**src/rtl/fifo_pkt_drain.sv**
```systemverilog
// Read-side drain for a synchronous FIFO: pops words, groups them into PKT_LEN-beat packets
// and appends a modulo-2^DATA_W sum checksum beat on a valid/ready stream.
module fifo_pkt_drain #(
  parameter int unsigned DATA_W  = 8,
  parameter int unsigned PKT_LEN = 4
) (
  input  logic              clk,
  input  logic              rst,
  input  logic              fifo_empty,
  input  logic [DATA_W-1:0] fifo_data,
  output logic              fifo_rd_en,
  output logic              m_valid,
  output logic [DATA_W-1:0] m_data,
  output logic              m_last,
  input  logic              m_ready,
  output logic [15:0]       pkt_count
);

  localparam int unsigned     CntW    = $clog2(PKT_LEN + 1);
  localparam logic [CntW-1:0] PktLenC = CntW'(PKT_LEN);

  localparam logic [0:0] StCollect  = 1'b0;
  localparam logic [0:0] StCsumWait = 1'b1;

  logic [0:0]        state_q, state_d;
  logic [CntW-1:0]   issued_q, issued_d;
  logic [CntW-1:0]   pushed_q, pushed_d;
  logic [DATA_W-1:0] sum_q, sum_d;
  logic              inflight_q;
  logic [1:0]        occ_q, occ_d;
  logic [DATA_W-1:0] buf_data_q [2];
  logic [DATA_W-1:0] buf_data_d [2];
  logic              buf_last_q [2];
  logic              buf_last_d [2];
  logic [15:0]       pkt_count_q, pkt_count_d;

  logic              pop;
  logic [2:0]        credit;
  logic [2:0]        credit_rd;
  logic              csum_push;
  logic [CntW-1:0]   issued_eff;
  logic              push_valid;
  logic [DATA_W-1:0] push_data;
  logic              push_last;

  // Free slots once the current handshake and the word already in flight are accounted for.
  assign pop    = (occ_q != 2'd0) && m_ready;
  assign credit = 3'd2 + {2'b00, pop} - {1'b0, occ_q} - {2'b00, inflight_q};

  assign csum_push = (pushed_q == PktLenC) && (credit != 3'd0);

  // The checksum slot closes the packet this cycle, so the next packet may start reading at once.
  assign issued_eff = csum_push ? '0 : issued_q;
  assign credit_rd  = credit - {2'b00, csum_push};

  assign fifo_rd_en = (state_q == StCollect) && !fifo_empty && (issued_eff < PktLenC) &&
                      (credit_rd != 3'd0);

  // A captured word and the checksum can never coincide: the checksum waits for all pops to land.
  assign push_valid = inflight_q | csum_push;
  assign push_data  = inflight_q ? fifo_data : sum_q;
  assign push_last  = !inflight_q;

  always_comb begin
    state_d  = state_q;
    issued_d = issued_eff + CntW'(fifo_rd_en);
    pushed_d = pushed_q;
    sum_d    = sum_q;

    if (inflight_q) begin
      sum_d    = sum_q + fifo_data;
      pushed_d = pushed_q + CntW'(1);
    end

    if (csum_push) begin
      sum_d    = '0;
      pushed_d = '0;
      state_d  = StCollect;
    end else if (pushed_q == PktLenC) begin
      state_d  = StCsumWait;
    end
  end

  // Two-entry ordered buffer; entry 0 is the head driving the stream.
  always_comb begin
    buf_data_d = buf_data_q;
    buf_last_d = buf_last_q;
    occ_d      = occ_q;

    if (pop && push_valid) begin
      if (occ_q == 2'd1) begin
        buf_data_d[0] = push_data;
        buf_last_d[0] = push_last;
      end else begin
        buf_data_d[0] = buf_data_q[1];
        buf_last_d[0] = buf_last_q[1];
        buf_data_d[1] = push_data;
        buf_last_d[1] = push_last;
      end
    end else if (pop) begin
      buf_data_d[0] = buf_data_q[1];
      buf_last_d[0] = buf_last_q[1];
      occ_d         = occ_q - 2'd1;
    end else if (push_valid) begin
      if (occ_q == 2'd0) begin
        buf_data_d[0] = push_data;
        buf_last_d[0] = push_last;
      end else begin
        buf_data_d[1] = push_data;
        buf_last_d[1] = push_last;
      end
      occ_d = occ_q + 2'd1;
    end
  end

  assign pkt_count_d = pkt_count_q + {15'd0, pop && buf_last_q[0]};

  always_ff @(posedge clk) begin
    if (rst) begin
      state_q       <= StCollect;
      issued_q      <= '0;
      pushed_q      <= '0;
      sum_q         <= '0;
      inflight_q    <= 1'b0;
      occ_q         <= 2'd0;
      buf_data_q[0] <= '0;
      buf_data_q[1] <= '0;
      buf_last_q[0] <= 1'b0;
      buf_last_q[1] <= 1'b0;
      pkt_count_q   <= 16'd0;
    end else begin
      state_q       <= state_d;
      issued_q      <= issued_d;
      pushed_q      <= pushed_d;
      sum_q         <= sum_d;
      inflight_q    <= fifo_rd_en;
      occ_q         <= occ_d;
      buf_data_q[0] <= buf_data_d[0];
      buf_data_q[1] <= buf_data_d[1];
      buf_last_q[0] <= buf_last_d[0];
      buf_last_q[1] <= buf_last_d[1];
      pkt_count_q   <= pkt_count_d;
    end
  end

  assign m_valid   = (occ_q != 2'd0);
  assign m_data    = buf_data_q[0];
  assign m_last    = buf_last_q[0];
  assign pkt_count = pkt_count_q;

endmodule

```
**config.mk**
```make
export PLATFORM = sky130hd
export DESIGN_NAME = fifo_pkt_drain
export DESIGN_NICKNAME = d
export VERILOG_FILES = /design/src/rtl/fifo_pkt_drain.sv
export SDC_FILE = /design/constraint.sdc
export NUM_CORES = 1
export LEC_CHECK = 0
export BUFFER_PORTS_ARGS = -buffer_cell sky130_fd_sc_hd__buf_2
export CAP_MARGIN = 10
export CORE_ASPECT_RATIO = 1.25
export CORE_UTILIZATION = 57
export DETAILED_ROUTE_END_ITERATION = 7
export HOLD_SLACK_MARGIN = 0.12
export PLACE_DENSITY = 0.79
export SLEW_MARGIN = 5
export SYNTH_ARGS = -nofsm -noshare
export SYNTH_HDL_FRONTEND = slang
export SYNTH_SLANG_ARGS = --single-unit
```
**constraint.sdc**
```tcl
create_clock -name clk -period 4.15 [get_ports clk]
set_clock_uncertainty 0.1 [all_clocks]
set_input_delay 0.83 -clock clk [delete_from_list [all_inputs] [get_ports clk]]
set_output_delay 0.83 -clock clk [all_outputs]
set_load 0.01 [all_outputs]
```
==> flow_summary.json, run 1 <==
{
  "fin_nets": 383,
  "pwr-share-clk_pct": 21.2,
  "die_x_um": 64.2,
  "pwr-share-comb_pct": 40.6,
  "max_cap_violations": 0,
  "clk_latency_ps": 300,
  "p_per_area_mw_per_mm2": 529,
  "syn_avg_cell_area_um2": 8.61,
  "yosysTopAreaCellShare_pct": 37.8,
  "max_stage_delay_ps": 380,
  "power.internal_mw": 1.04,
  "clock_path_buffers": 2,
  "antenna_found_initial": 0,
  "fp.dieH_um": 79.8,
  "finalCriticalPeriod_ps": 3980,
  "r2r_setup_slack_ps": 700,
  "gp_congestion": 0.816,
  "drc_errors": 0,
  "hold_path_class": "reg2reg",
  "power_frac_seq_pct": 38.2,
  "cts_tree": "built",
  "netlist_area_mm2": 0.00276,
  "synth_cell_types": 47,
  "area_delta_synth_final_pct": 12.0,
  "cts_hold_buf": 0,
  "synthTopCellsByArea": "dfxtp_1 (38%), ha_1 (8.6%), a21oi_1 (5.1%), nand2_1 (3.9%), nor2_1 (3.5%)",
  "ys_top_cells_by_count": "dfxtp_1 (52), nand2_1 (29), a21oi_1 (28)",
  "hold_viol_final": 0,
  "gr-total-overflow": 0,
  "antennaDiodeCount": 0,
  "globalRouteTotalUtil_pct": 21.5,
  "place_hpwl_um": 3690,
  "whs_ps": 352,
  "setup_viol": 0,
  "viasPerCell": 5.56,
  "ir_worst_vdd_v": 0.000269,
  "finalWirelength_um": 5140,
  "grt_pass1_wl_um": 8900,
  "firstDrtPassIters": 4,
  "synth-async-reset-ratio_pct": 0,
  "cp_data_arrival_time_ps": 3050,
  "vias": 2274,
  "drive_above_1_share_pct": 17.9,
  "dieArea_mm2": 0.00512,
  "max_slew_margin_pct": 50.2,
  "critPathMaxFanout": 4,
  "pin_count": 39,
  "drt_iter0_drc": 61,
  "grt_max_degree": 42,
  "fillers": 395,
  "h-tree-depth": 2,
  "max_freq_mhz": 251,
  "wl_per_cell_um": 12.6,
  "synth_seq_cells": 52,
  "synth_top_flop_cell": "dfxtp_1",
  "core_region_area_mm2": 0.00453,
  "required_ps": 3220,
  "leakage_nw": 1.32,
  "yosysMostFrequentCell": "dfxtp_1",
  "grt_pass1_vias": 2093,
  "swShare_pct": 36.2,
  "numPortBuffers": 38,
  "status": "complete, no violations",
  "startpoint_type": "flip-flop",
  "rsz0062_at_grt": "false",
  "synthCells": 320,
  "synth-edff-count": 0,
  "drtAntennaViolNets": 0,
  "cp-end-kind": "primary output",
  "clock-sinks": 52,
  "cts_root_buffer": "clkbuf_8",
  "cts_setup_buffers": 0,
  "path_class": "reg2out",
  "tns_ps": 0,
  "synth_fp_nets": 353,
  "cts.clk_slew.worst_paths_ps": 90,
  "yosysWarnings": 0,
  "cp_cell_sequence": "inv_1, ha_2, nand2b_4, fa_1, ha_1, nand3b_1, nand3_1, inv_1, ha_1, xnor2_1, and3_1, a2111oi_4, buf_2",
  "switching_power_uw": 591,
  "fp-row-count": 27,
  "crit_slowest_cell": "dfxtp_4",
  "tightest_slew_ps": 747,
  "synth_top_area_cell": "dfxtp_1",
  "final-max-slew-violation-count": 0,
  "start_util_pct": 60.9,
  "ys_seq_area_share_pct": 37.8,
  "cts-buffers-inserted": 5,
  "fin_crit_sh_pct": 96.0
}
[metrics by stage]
| step | util (%) | setup slack (ps) | power (mW) | instances | instance area (um^2) |
|---|---|---|---|---|---|
| after floorplan | - | 11.3 | 1.14 | 320 | 2760 |
| after global placement | 65.0 | 151 | 1.25 | 401 | 2940 |
| after detailed placement | 65.0 | 64.1 | 1.27 | 401 | 2940 |
| after CTS | 67.6 | 4.24 | 1.62 | 409 | 3060 |
| after global routing | 68.2 | 34.6 | 1.75 | 409 | 3090 |
| final | 68.2 | 166 | 1.63 | 409 | 3090 |
[layer usage]
layer  share of wire, %  GRT usage, %  vias up
li1                   -             -     1175
met1                 47          25.8     1056
met2                 49          39.0       37
met3                2.9          3.57        6
met4               0.95          6.00        0
met5                  0             0        -
[logic make-up (layout without fill, tap and decap cells)]
kind of cell	Yosys count	count (layout)	synth area share [%]
buffers and inverters	34	65	6.04
AOI/OAI and AO/OA	73	73	16.8
adders and majority gates	21	21	10.1
muxes	8	8	2.95
xor gates and xnor gates	18	18	5.72
and+or+nand+nor	114	114	20.7
DFF	52	52	37.8
[cells in the final DEF (no fill, tap or decap), types with 2 or more instances in the layout]
master     n
nand2b_1   3
nand3b_1   2
a21boi_0   2
o21a_1     3
nor3_1     5
nand3_1   10
buf_2     38
xnor2_1    9
nand4_1    5
ha_1      18
o21ai_0   14
o211ai_1   9
and3_1     3
a211o_1    2
inv_1     12
or3_1     10
xor2_1     9
a211oi_1   4
o21bai_1   2
a21oi_1   28
nor2_1    26
fa_1       2
mux2i_1    7
clkbuf_8   5
and2_1     5
buf_4      5
nand2_1   29
nor2b_1    9
inv_2      2
o21ai_2    2
dfxtp_1   50
[flip-flops by register name, summed over array words and instances (netlist names)]
name	flops
pkt_count	16
buf_data_q	8
m_data	8
sum_q	8
issued_q	3
pushed_q	3
occ_q	2
buf_last_q	1
inflight_q	1
m_last	1
state_q	1
[final timing paths]
kind         cells past startpoint  startpoint           to
max                             13    occ_q[0]   fifo_rd_en
min                              2   m_data[0]    m_data[0]
max reg2reg                     17    occ_q[0]  issued_q[2]
min reg2reg                      2   m_data[0]    m_data[0]
[what timing repair did]
action                                  CTS  global route
pin swaps                                 0             0
gates resized for setup                   3             5
endpoints found under the setup margin    1             1
[critical path, delay by kind of cell (launching register included)]
| family | cells | cell delay (ps) |
|---|---|---|
| adders and majority gates | 4 | 980 |
| and+or+nand+nor | 4 | 660 |
| DFF | 1 | 380 |
| AOI/OAI and AO/OA | 1 | 330 |
| buffers and inverters | 3 | 290 |
| xor gates and xnor gates | 1 | 120 |
[final cells by class]
cell class                 instances  area (um^2)  share of cell area [%]
clock inverter                     3         42.5                    1.38
multi-input combinational        234         1580                    51.1
inverter                          14         52.6                    1.70
tap                               58         72.6                    2.35
clock buffer                       5         68.8                    2.23
sequential                        52         1050                    33.9
timing repair buffer              43          228                    7.37
[power groups by stage]
stage / clock (mW) / combinational (mW) / sequential (mW)
final: 0.346 / 0.663 / 0.625
after CTS: 0.353 / 0.647 / 0.622
after detailed placement: 0 / 0.636 / 0.633
after global routing: 0.373 / 0.745 / 0.635
after floorplan: 0 / 0.517 / 0.627
after global placement: 0 / 0.621 / 0.630
No activity file was read; power rests on OpenSTA's default activity.
==> run 2: changes to the inputs <==
--- a/config.mk
+++ b/config.mk
@@ -8,6 +8,7 @@
 export BUFFER_PORTS_ARGS = -buffer_cell sky130_fd_sc_hd__buf_2
 export CAP_MARGIN = 10
 export CORE_ASPECT_RATIO = 1.25
+export CORE_MARGIN = 2
 export CORE_UTILIZATION = 57
 export DETAILED_ROUTE_END_ITERATION = 7
 export HOLD_SLACK_MARGIN = 0.12
==> run 2 against run 1 <==
  * Highest routed layer unchanged
  * Critical endpoint unchanged
  * First-iteration DRC count rose by 54%
  * Sequential share of layout area decreased by 0.41 points
  * Register-to-register slack about the same
  * Wire length grew 2.8%
  * Core utilization is 1.6 points lower
  * Global-route usage decreased by 0.29 points
==> flow_summary.json, run 2 (synthesis gave the netlist of run 1 again) <==
{
  "path_class": "reg2out",
  "cts_root_buffer": "clkbuf_8",
  "hold_viol_final": 0,
  "gr-total-overflow": 0,
  "tightest_slew_ps": 734,
  "drtAntennaViolNets": 0,
  "startpoint_type": "flip-flop",
  "cts-buffers-inserted": 5,
  "max_slew_margin_pct": 51.1,
  "critPathMaxFanout": 4,
  "viasPerCell": 5.54,
  "largest_reg_flops": 16,
  "dieArea_mm2": 0.00541,
  "grt_max_degree": 42,
  "antenna_found_initial": 0,
  "cp-end-kind": "primary output",
  "clock-sinks": 52,
  "fin_crit_sh_pct": 95.7,
  "pwr-share-comb_pct": 39.7,
  "ir_worst_vdd_v": 0.000281,
  "cts_tree": "built",
  "cts.clk_slew.worst_paths_ps": 90,
  "rsz0062_at_grt": "false",
  "wl_per_cell_um": 12.9,
  "drive_above_1_share_pct": 18.3,
  "globalRouteTotalUtil_pct": 21.2,
  "firstDrtPassIters": 4,
  "layout.cells.most_common": "dfxtp_1",
  "pin_count": 39,
  "pwr-share-clk_pct": 23.3,
  "fin_nets": 383,
  "fp-row-count": 28,
  "die_x_um": 66.2,
  "whs_ps": 349,
  "numPortBuffers": 38,
  "antennaDiodeCount": 0,
  "clock_path_buffers": 2,
  "h-tree-depth": 2,
  "drc_errors": 0,
  "swShare_pct": 34.8,
  "finalCriticalPeriod_ps": 3970,
  "layout_common_cells": "dfxtp_1 (50), buf_2 (38), nand2_1 (29)",
  "core_region_area_mm2": 0.00469,
  "power.internal_mw": 1.11,
  "area_delta_synth_final_pct": 13.4,
  "setup_viol": 0,
  "switching_power_uw": 591,
  "status": "complete, no violations",
  "place_hpwl_um": 3830,
  "max_cap_violations": 0,
  "hold_path_class": "reg2reg",
  "start_util_pct": 58.7,
  "vias": 2273,
  "clk_latency_ps": 300,
  "p_per_area_mw_per_mm2": 544,
  "power_frac_seq_pct": 37.0,
  "gp_congestion": 0.806,
  "grt_pass1_wl_um": 9070,
  "fillers": 401,
  "cts_hold_buf": 0,
  "tns_ps": 0,
  "drt_iter0_drc": 94,
  "final-max-slew-violation-count": 0,
  "fp.dieH_um": 81.8,
  "grt_pass1_vias": 2097,
  "cp_data_arrival_time_ps": 3040,
  "finalWirelength_um": 5280,
  "max_freq_mhz": 252,
  "required_ps": 3220,
  "leakage_nw": 1.33
}
-- run 2: changes by cell type in the layout (fill, tap and decap cells not counted), sizes merged --
cell | previous run | this run
bufinv | 1 | 2
clkinv | 1 | 0
clkinvlp | 1 | 0
-- run 2: path summary, 6_finish.rpt --
path | slack, ps | from | to | cells past startpoint
setup / recovery | 180 | occ_q[0] | fifo_rd_en | 13
hold / removal | 350 | m_data[3] | m_data[3] | 2
setup reg to reg | 690 | occ_q[0] | issued_q[2] | 17
hold reg to reg | 350 | m_data[3] | m_data[3] | 2
-- run 2: power by group through the flow --
| stage | registers [mW] | clock network [mW] | logic, mW |
|---|---|---|---|
| finish | 0.629 | 0.397 | 0.676 |
| CTS | 0.624 | 0.405 | 0.649 |
| global route | 0.641 | 0.423 | 0.766 |
| global placement | 0.631 | 0 | 0.621 |
| floorplan | 0.627 | 0 | 0.517 |
| detailed placement | 0.635 | 0 | 0.638 |
-- run 2: cell type report --
| class | instances | area (um^2) | area share [%] |
|---|---|---|---|
| flip-flops and latches | 52 | 1050 | 33.5 |
| multi-input cells | 234 | 1600 | 51.0 |
| repair buffers | 43 | 228 | 7.29 |
| inverters | 14 | 52.6 | 1.68 |
| clock inverters | 2 | 60.1 | 1.92 |
| well taps | 60 | 75.1 | 2.40 |
| clock buffers | 5 | 68.8 | 2.20 |
-- run 2: per-stage QoR --
stage | cells | cell area [um^2] | power (mW) | util [%] | worst slack, ps
after floorplan | 320 | 2760 | 1.14 | - | 11.3
after global placement | 403 | 2950 | 1.25 | 62.7 | 170
after detailed placement | 403 | 2950 | 1.27 | 62.7 | 72.7
after CTS | 410 | 3080 | 1.68 | 65.6 | 18.9
after global routing | 410 | 3130 | 1.83 | 66.6 | 7.21
final | 410 | 3130 | 1.70 | 66.6 | 178
-- run 2: what timing repair did --
| action | CTS | global route |
|---|---|---|
| gates resized for setup | 3 | 7 |
| hold endpoints to repair | 0 | 0 |
| endpoints found under the setup margin | 1 | 1 |
| pin swaps | 0 | 0 |
| buffers inserted | 0 | 0 |
-- run 2: metal layers --
layer / GRT usage [%] / part of all wire [%] / vias to the layer above
li1: - / - / 1167
met1: 25.0 / 44 / 1060
met2: 38.7 / 50 / 40
met3: 3.70 / 4.1 / 6
met4: 6.73 / 1.2 / 0
met5: 0 / 0 / -
-- run 2: critical path: stages, from the launching register on --
cell       delay (ps)
dfxtp_4           380
inv_1              50
ha_1              240
nand2b_4          160
fa_2              350
ha_4              280
nand3b_1          100
nand3_2           100
inv_1              50
ha_1              180
xnor2_1           120
and3_1            200
a2111oi_4         330
buf_2             190
